File: src/rtl/sw_debounce.sv
// Purpose: synchronize and debounce slide switches, flag debounced changes, optional sticky edge capture + irq.
// Latency: sw_out follows a held sw_in level STABLE_CYCLES+1 edges after the first sampling edge.
// Backpressure: none; irq_ack is a single-cycle clear pulse, a coincident toggle wins over the clear.
//
// Ports:
//   clk_clk        only clock (CLOCK_50)
//   reset_reset_n  synchronous active-low reset
//   sw_in          raw asynchronous switch levels
//   sw_out         debounced levels to the switches PIO
//   change_pulse   one-cycle strobe when any sw_out bit changes (after startup priming)
//   edge_cap       sticky per-bit change record since last ack
//   irq            |edge_cap
//   irq_ack        clears edge_cap
// Build option: define SW_DEBOUNCE_IRQ_EN to implement edge_cap/irq/irq_ack;
// otherwise edge_cap and irq are tied low and irq_ack is ignored.
module sw_debounce #(
    parameter int WIDTH         = 8,
    parameter int STABLE_CYCLES = 500000,
    parameter int CNT_W         = 19
) (
    input  logic             clk_clk,
    input  logic             reset_reset_n,
    input  logic [WIDTH-1:0] sw_in,
    output logic [WIDTH-1:0] sw_out,
    output logic             change_pulse,
    output logic [WIDTH-1:0] edge_cap,
    output logic             irq,
    input  logic             irq_ack
);

    localparam logic [CNT_W-1:0] CNT_MAX   = CNT_W'(STABLE_CYCLES - 1);
    localparam logic [CNT_W-1:0] START_MAX = CNT_W'(STABLE_CYCLES + 2);

    logic [WIDTH-1:0] sync1_q, sync1_d;
    logic [WIDTH-1:0] sync2_q, sync2_d;
    logic [WIDTH-1:0] sw_out_q, sw_out_d;
    logic [CNT_W-1:0] cnt_q [WIDTH];
    logic [CNT_W-1:0] cnt_d [WIDTH];
    logic [CNT_W-1:0] start_cnt_q, start_cnt_d;
    logic             primed_q, primed_d;
    logic             change_pulse_q, change_pulse_d;
    logic [WIDTH-1:0] toggle;

    always_comb begin
        sync1_d  = sw_in;
        sync2_d  = sync1_q;
        toggle   = '0;
        for (int i = 0; i < WIDTH; i++) begin
            cnt_d[i] = '0;
            if (sync2_q[i] == sw_out_q[i]) begin
                cnt_d[i] = '0;
            end else if (cnt_q[i] == CNT_MAX) begin
                toggle[i] = 1'b1;
                cnt_d[i]  = '0;
            end else begin
                cnt_d[i] = cnt_q[i] + 1'b1;
            end
        end
        sw_out_d = sw_out_q ^ toggle;

        // Startup window covers the synchronizer plus one full debounce period,
        // so switches already high at power-up settle without raising an event.
        start_cnt_d    = (start_cnt_q == START_MAX) ? start_cnt_q : start_cnt_q + 1'b1;
        primed_d       = primed_q | (start_cnt_q == START_MAX);
        change_pulse_d = primed_q & (|toggle);
    end

    always_ff @(posedge clk_clk) begin
        if (!reset_reset_n) begin
            sync1_q        <= '0;
            sync2_q        <= '0;
            sw_out_q       <= '0;
            start_cnt_q    <= '0;
            primed_q       <= 1'b0;
            change_pulse_q <= 1'b0;
            for (int i = 0; i < WIDTH; i++) begin
                cnt_q[i] <= '0;
            end
        end else begin
            sync1_q        <= sync1_d;
            sync2_q        <= sync2_d;
            sw_out_q       <= sw_out_d;
            start_cnt_q    <= start_cnt_d;
            primed_q       <= primed_d;
            change_pulse_q <= change_pulse_d;
            for (int i = 0; i < WIDTH; i++) begin
                cnt_q[i] <= cnt_d[i];
            end
        end
    end

    assign sw_out       = sw_out_q;
    assign change_pulse = change_pulse_q;

`ifdef SW_DEBOUNCE_IRQ_EN
    logic [WIDTH-1:0] edge_cap_q, edge_cap_d;

    // New toggles are OR'd in after the ack clear so a coincident toggle is never lost.
    always_comb begin
        edge_cap_d = (irq_ack ? '0 : edge_cap_q) | (primed_q ? toggle : '0);
    end

    always_ff @(posedge clk_clk) begin
        if (!reset_reset_n) begin
            edge_cap_q <= '0;
        end else begin
            edge_cap_q <= edge_cap_d;
        end
    end

    assign edge_cap = edge_cap_q;
    assign irq      = |edge_cap_q;
`else
    logic unused_irq_ack;
    assign unused_irq_ack = irq_ack;
    assign edge_cap       = '0;
    assign irq            = 1'b0;
`endif

endmodule

File: config.mk
export PLATFORM = sky130hd
export DESIGN_NAME = sw_debounce
export DESIGN_NICKNAME = d
export VERILOG_FILES = /design/src/rtl/sw_debounce.sv
export SDC_FILE = /design/constraint.sdc
export NUM_CORES = 1
export LEC_CHECK = 0
export CELL_PAD_IN_SITES_DETAIL_PLACEMENT = 1
export CELL_PAD_IN_SITES_GLOBAL_PLACEMENT = 2
export CORE_MARGIN = 10
export CORE_UTILIZATION = 39
export DETAILED_ROUTE_END_ITERATION = 10
export PLACE_DENSITY_LB_ADDON = 0.1
export SLEW_MARGIN = 20
export SYNTH_ARGS = -nofsm -noshare
export SYNTH_HDL_FRONTEND = slang
export SYNTH_SLANG_ARGS = --single-unit
File: constraint.sdc
create_clock -name clk_clk -period 2 [get_ports clk_clk]
set_input_delay 0.4 -clock clk_clk [delete_from_list [all_inputs] [get_ports clk_clk]]
set_output_delay 0.4 -clock clk_clk [all_outputs]
set_load 0.01 [all_outputs]
==> flow_summary.toml, run 1 <==
[global_routing]
antenna_found_initial = 1
grt-ovfl-total = 0
track_usage_pct = 12.8
grt_max_degree = 40
grt_pass1_wl_um = 30800
grt_pass1_vias = 6501

[synthesis]
syn_area_um2 = 8560
synth-seq-cells = 197
synth-edff-count = 0
yosys_warnings = 0
synth-async-reset-ratio_pct = 0
syn_inst = 954
synth_ff_type = "dfxtp_1"
avgSynthCellArea_um2 = 8.97
yosysSeqAreaShare_pct = 46.1
synth_cell_types = 49

[timing]
final.setup_skew_ns = 0.0122
drv_slew = 0
grt_setup_unrepaired = "no"
hold_violations = 0
fmax_mhz = 558
fin_hold_ws_ns = 0.321
finalCritPeriodShare_pct = 89.6
finalCriticalPeriod_ns = 1.79
setup-violations-final = 0
finalSetupTns_ns = 0

[cells_and_area]
mostFrequentLayoutCells = "dfxtp_1 (197), nor2_1 (184), xor2_1 (88), xnor2_1 (69), nand3_1 (66)"
fillers = 2543
syn2layout_area_growth_pct = 14.3
final_nets = 1019
diodes = 0
final_common_cell = "dfxtp_1"
drive_gt1_share_pct = 7.52
fin_util_pct = 45.1

[placement]
hpwl_um = 12200
io_buffer_count = 18
gp_congestion = 0.728

[die]
ios = 29
initial_utilization_pct = 39.5
core_area_um2 = 21700
num_rows = 54
fp.dieW_um = 168
die_area_um2 = 28300
dieHeight_um = 168

[worst_hold_path]
hold_depth = 2
hp-class = "in2reg"
hold_path.startpoint = "reset_reset_n"

[power]
p_sw_mw = 1.61
ir_drop_v = 0.000539
intPower_mw = 5.88
combPwrFrac_pct = 1.8
p_leak_nw = 3.24
p_seq_share_pct = 52.9
power_frac_clock_pct = 45.3
power.density_nw_per_um2 = 766
netSwitchingFraction_pct = 21.5

[routing]
dr.pass1.iters = 4
vias = 6367
drt-wirelength-per-cell_um = 13.7
antenna_left = 0
drtIter0Drc = 252
drc = 0
drt-total-wl_um = 17700
vias_per_cell = 4.93

[clock_network]
cts_hold_buf = 0
htreeDepth = 4
clockRootBuffer = "clkbuf_16"
clock_sinks = 197
clk_latency_ns = 0.43
cts-buffers-inserted = 17
clkTransAtPathRegs_ns = 0.07
cts_setup_buffers = 0
cts_resized = 0
cts_tree = "built"
clockBufferDepth = 2

[critical_path]
r2r_cells = 5
max_stage_delay_ns = 0.57
r2r_slack_ns = 0.21
r2r-end = "change_pulse$_SDFF_PN0_"
crit_family = "buffers and inverters"
path_buf_inv = 1
crit_slowest_cell = "clkdlybuf4s50_1"
path_cells = "clkdlybuf4s50_1"
critPathMaxFanout = 3
crit_arrival_ns = 1.39
start_kind = "flop"
cp.required_ns = 1.60
end_kind = "output pin"
r2r-start = "cnt_q[1][64]$_SDFF_PP0_"
worstSetupPathType = "reg2out"

[flow_run]
maxCapViolations = 0

[status]
status = "finished, final reports clean"
-- layer usage --
layer  track usage [%]  share of wire [%]  wire length, um
met1              16.6                 50             8870
met2              20.8                 47             8280
met3              2.58                2.0              347
met4              3.90                1.1              194
met5                 0                  0                0
-- how the worst max path moves through the flow --
stage,start,endpoint,cells past startpoint
after floorplan,cnt_q[0][38]$_SDFF_PP0_,cnt_q[0][56]$_SDFF_PP0_,6
after global placement,cnt_q[1][12]$_SDFF_PP0_,cnt_q[1][2]$_SDFF_PP0_,5
after detailed placement,cnt_q[1][12]$_SDFF_PP0_,cnt_q[1][0]$_SDFF_PP0_,5
after CTS,cnt_q[1][27]$_SDFF_PP0_,change_pulse$_SDFF_PN0_,5
after global routing,cnt_q[0][38]$_SDFF_PP0_,cnt_q[0][56]$_SDFF_PP0_,6
final,flop,sw_out[1],1
-- cells in the mapped netlist, drive strengths merged, types with 6 or more instances --
master / n / share of area, %
inv: 24 / 1.1
and4: 16 / 1.6
nand2: 62 / 2.7
mux2i: 6 / 0.70
nand4: 40 / 2.9
nor4b: 10 / 1.0
nor3: 20 / 1.2
and2: 36 / 2.6
o21ai: 6 / 0.35
dfxtp: 197 / 46
nor2b: 10 / 0.73
nor2: 184 / 8.1
clkbuf: 10 / 0.44
and3: 17 / 1.2
nand3b: 6 / 0.72
xor2: 88 / 9.0
ha: 10 / 1.5
nor4: 14 / 1.4
nand3: 67 / 4.0
xnor2: 69 / 7.1
buf: 19 / 1.5
-- flip-flops by register name (all words and copies together) (netlist names), named ones only --
register      flops
change_pulse      1
cnt_q           152
primed_q          1
start_cnt_q      19
sync1_q           8
sync2_q           8
-- cell type report --
cell class | count | area, um^2 | area share, %
clock buffer | 20 | 447 | 4.57
clock inverter | 12 | 129 | 1.32
inverter | 24 | 90.1 | 0.921
multi-input combinational | 712 | 4390 | 44.8
sequential | 197 | 3940 | 40.3
tap | 280 | 350 | 3.58
timing repair buffer | 46 | 435 | 4.45
-- power by group through the flow --
stage	Combinational, mW	Clock [mW]	Sequential [mW]
4_1_cts	0.139	3.51	3.96
3_5_place_dp	0.138	0	4.05
6_report	0.135	3.39	3.96
2_1_floorplan	0.0946	0	4.05
5_1_grt	0.152	3.68	3.97
3_3_place_gp	0.136	0	4.05
-- stage by stage --
stage               cells  cell area (um^2)  worst slack, ns  total power, mW
CTS                  1291              9780            0.151             7.62
detailed placement   1259              9210            0.213             4.19
floorplan             962              8590            0.248             4.14
finish               1291              9780            0.209             7.49
global placement     1259              9210            0.215             4.19
global route         1291              9780           0.0320             7.80
-- logic make-up after synthesis --
logic type               count (synthesis)  synth area share (%)
multiplexers                             6                 0.702
other                                    1                0.0438
buffers and inverters                   53                  3.04
AO/OA/AOI/OAI                           22                  1.81
flip-flops                             197                  46.1
AND/OR/NAND/NOR                        508                  30.8
XOR/XNOR                               157                  16.1
adder cells (fa/ha/maj)                 10                  1.46
Note: power is estimated with default switching activity, not from simulation.
==> inputs of run 2 (changes only) <==
Settings changed: CAP_MARGIN from default to 20.
==> results of run 2 <==
The final DEF is identical to that of run 1; final timing and power are the same.
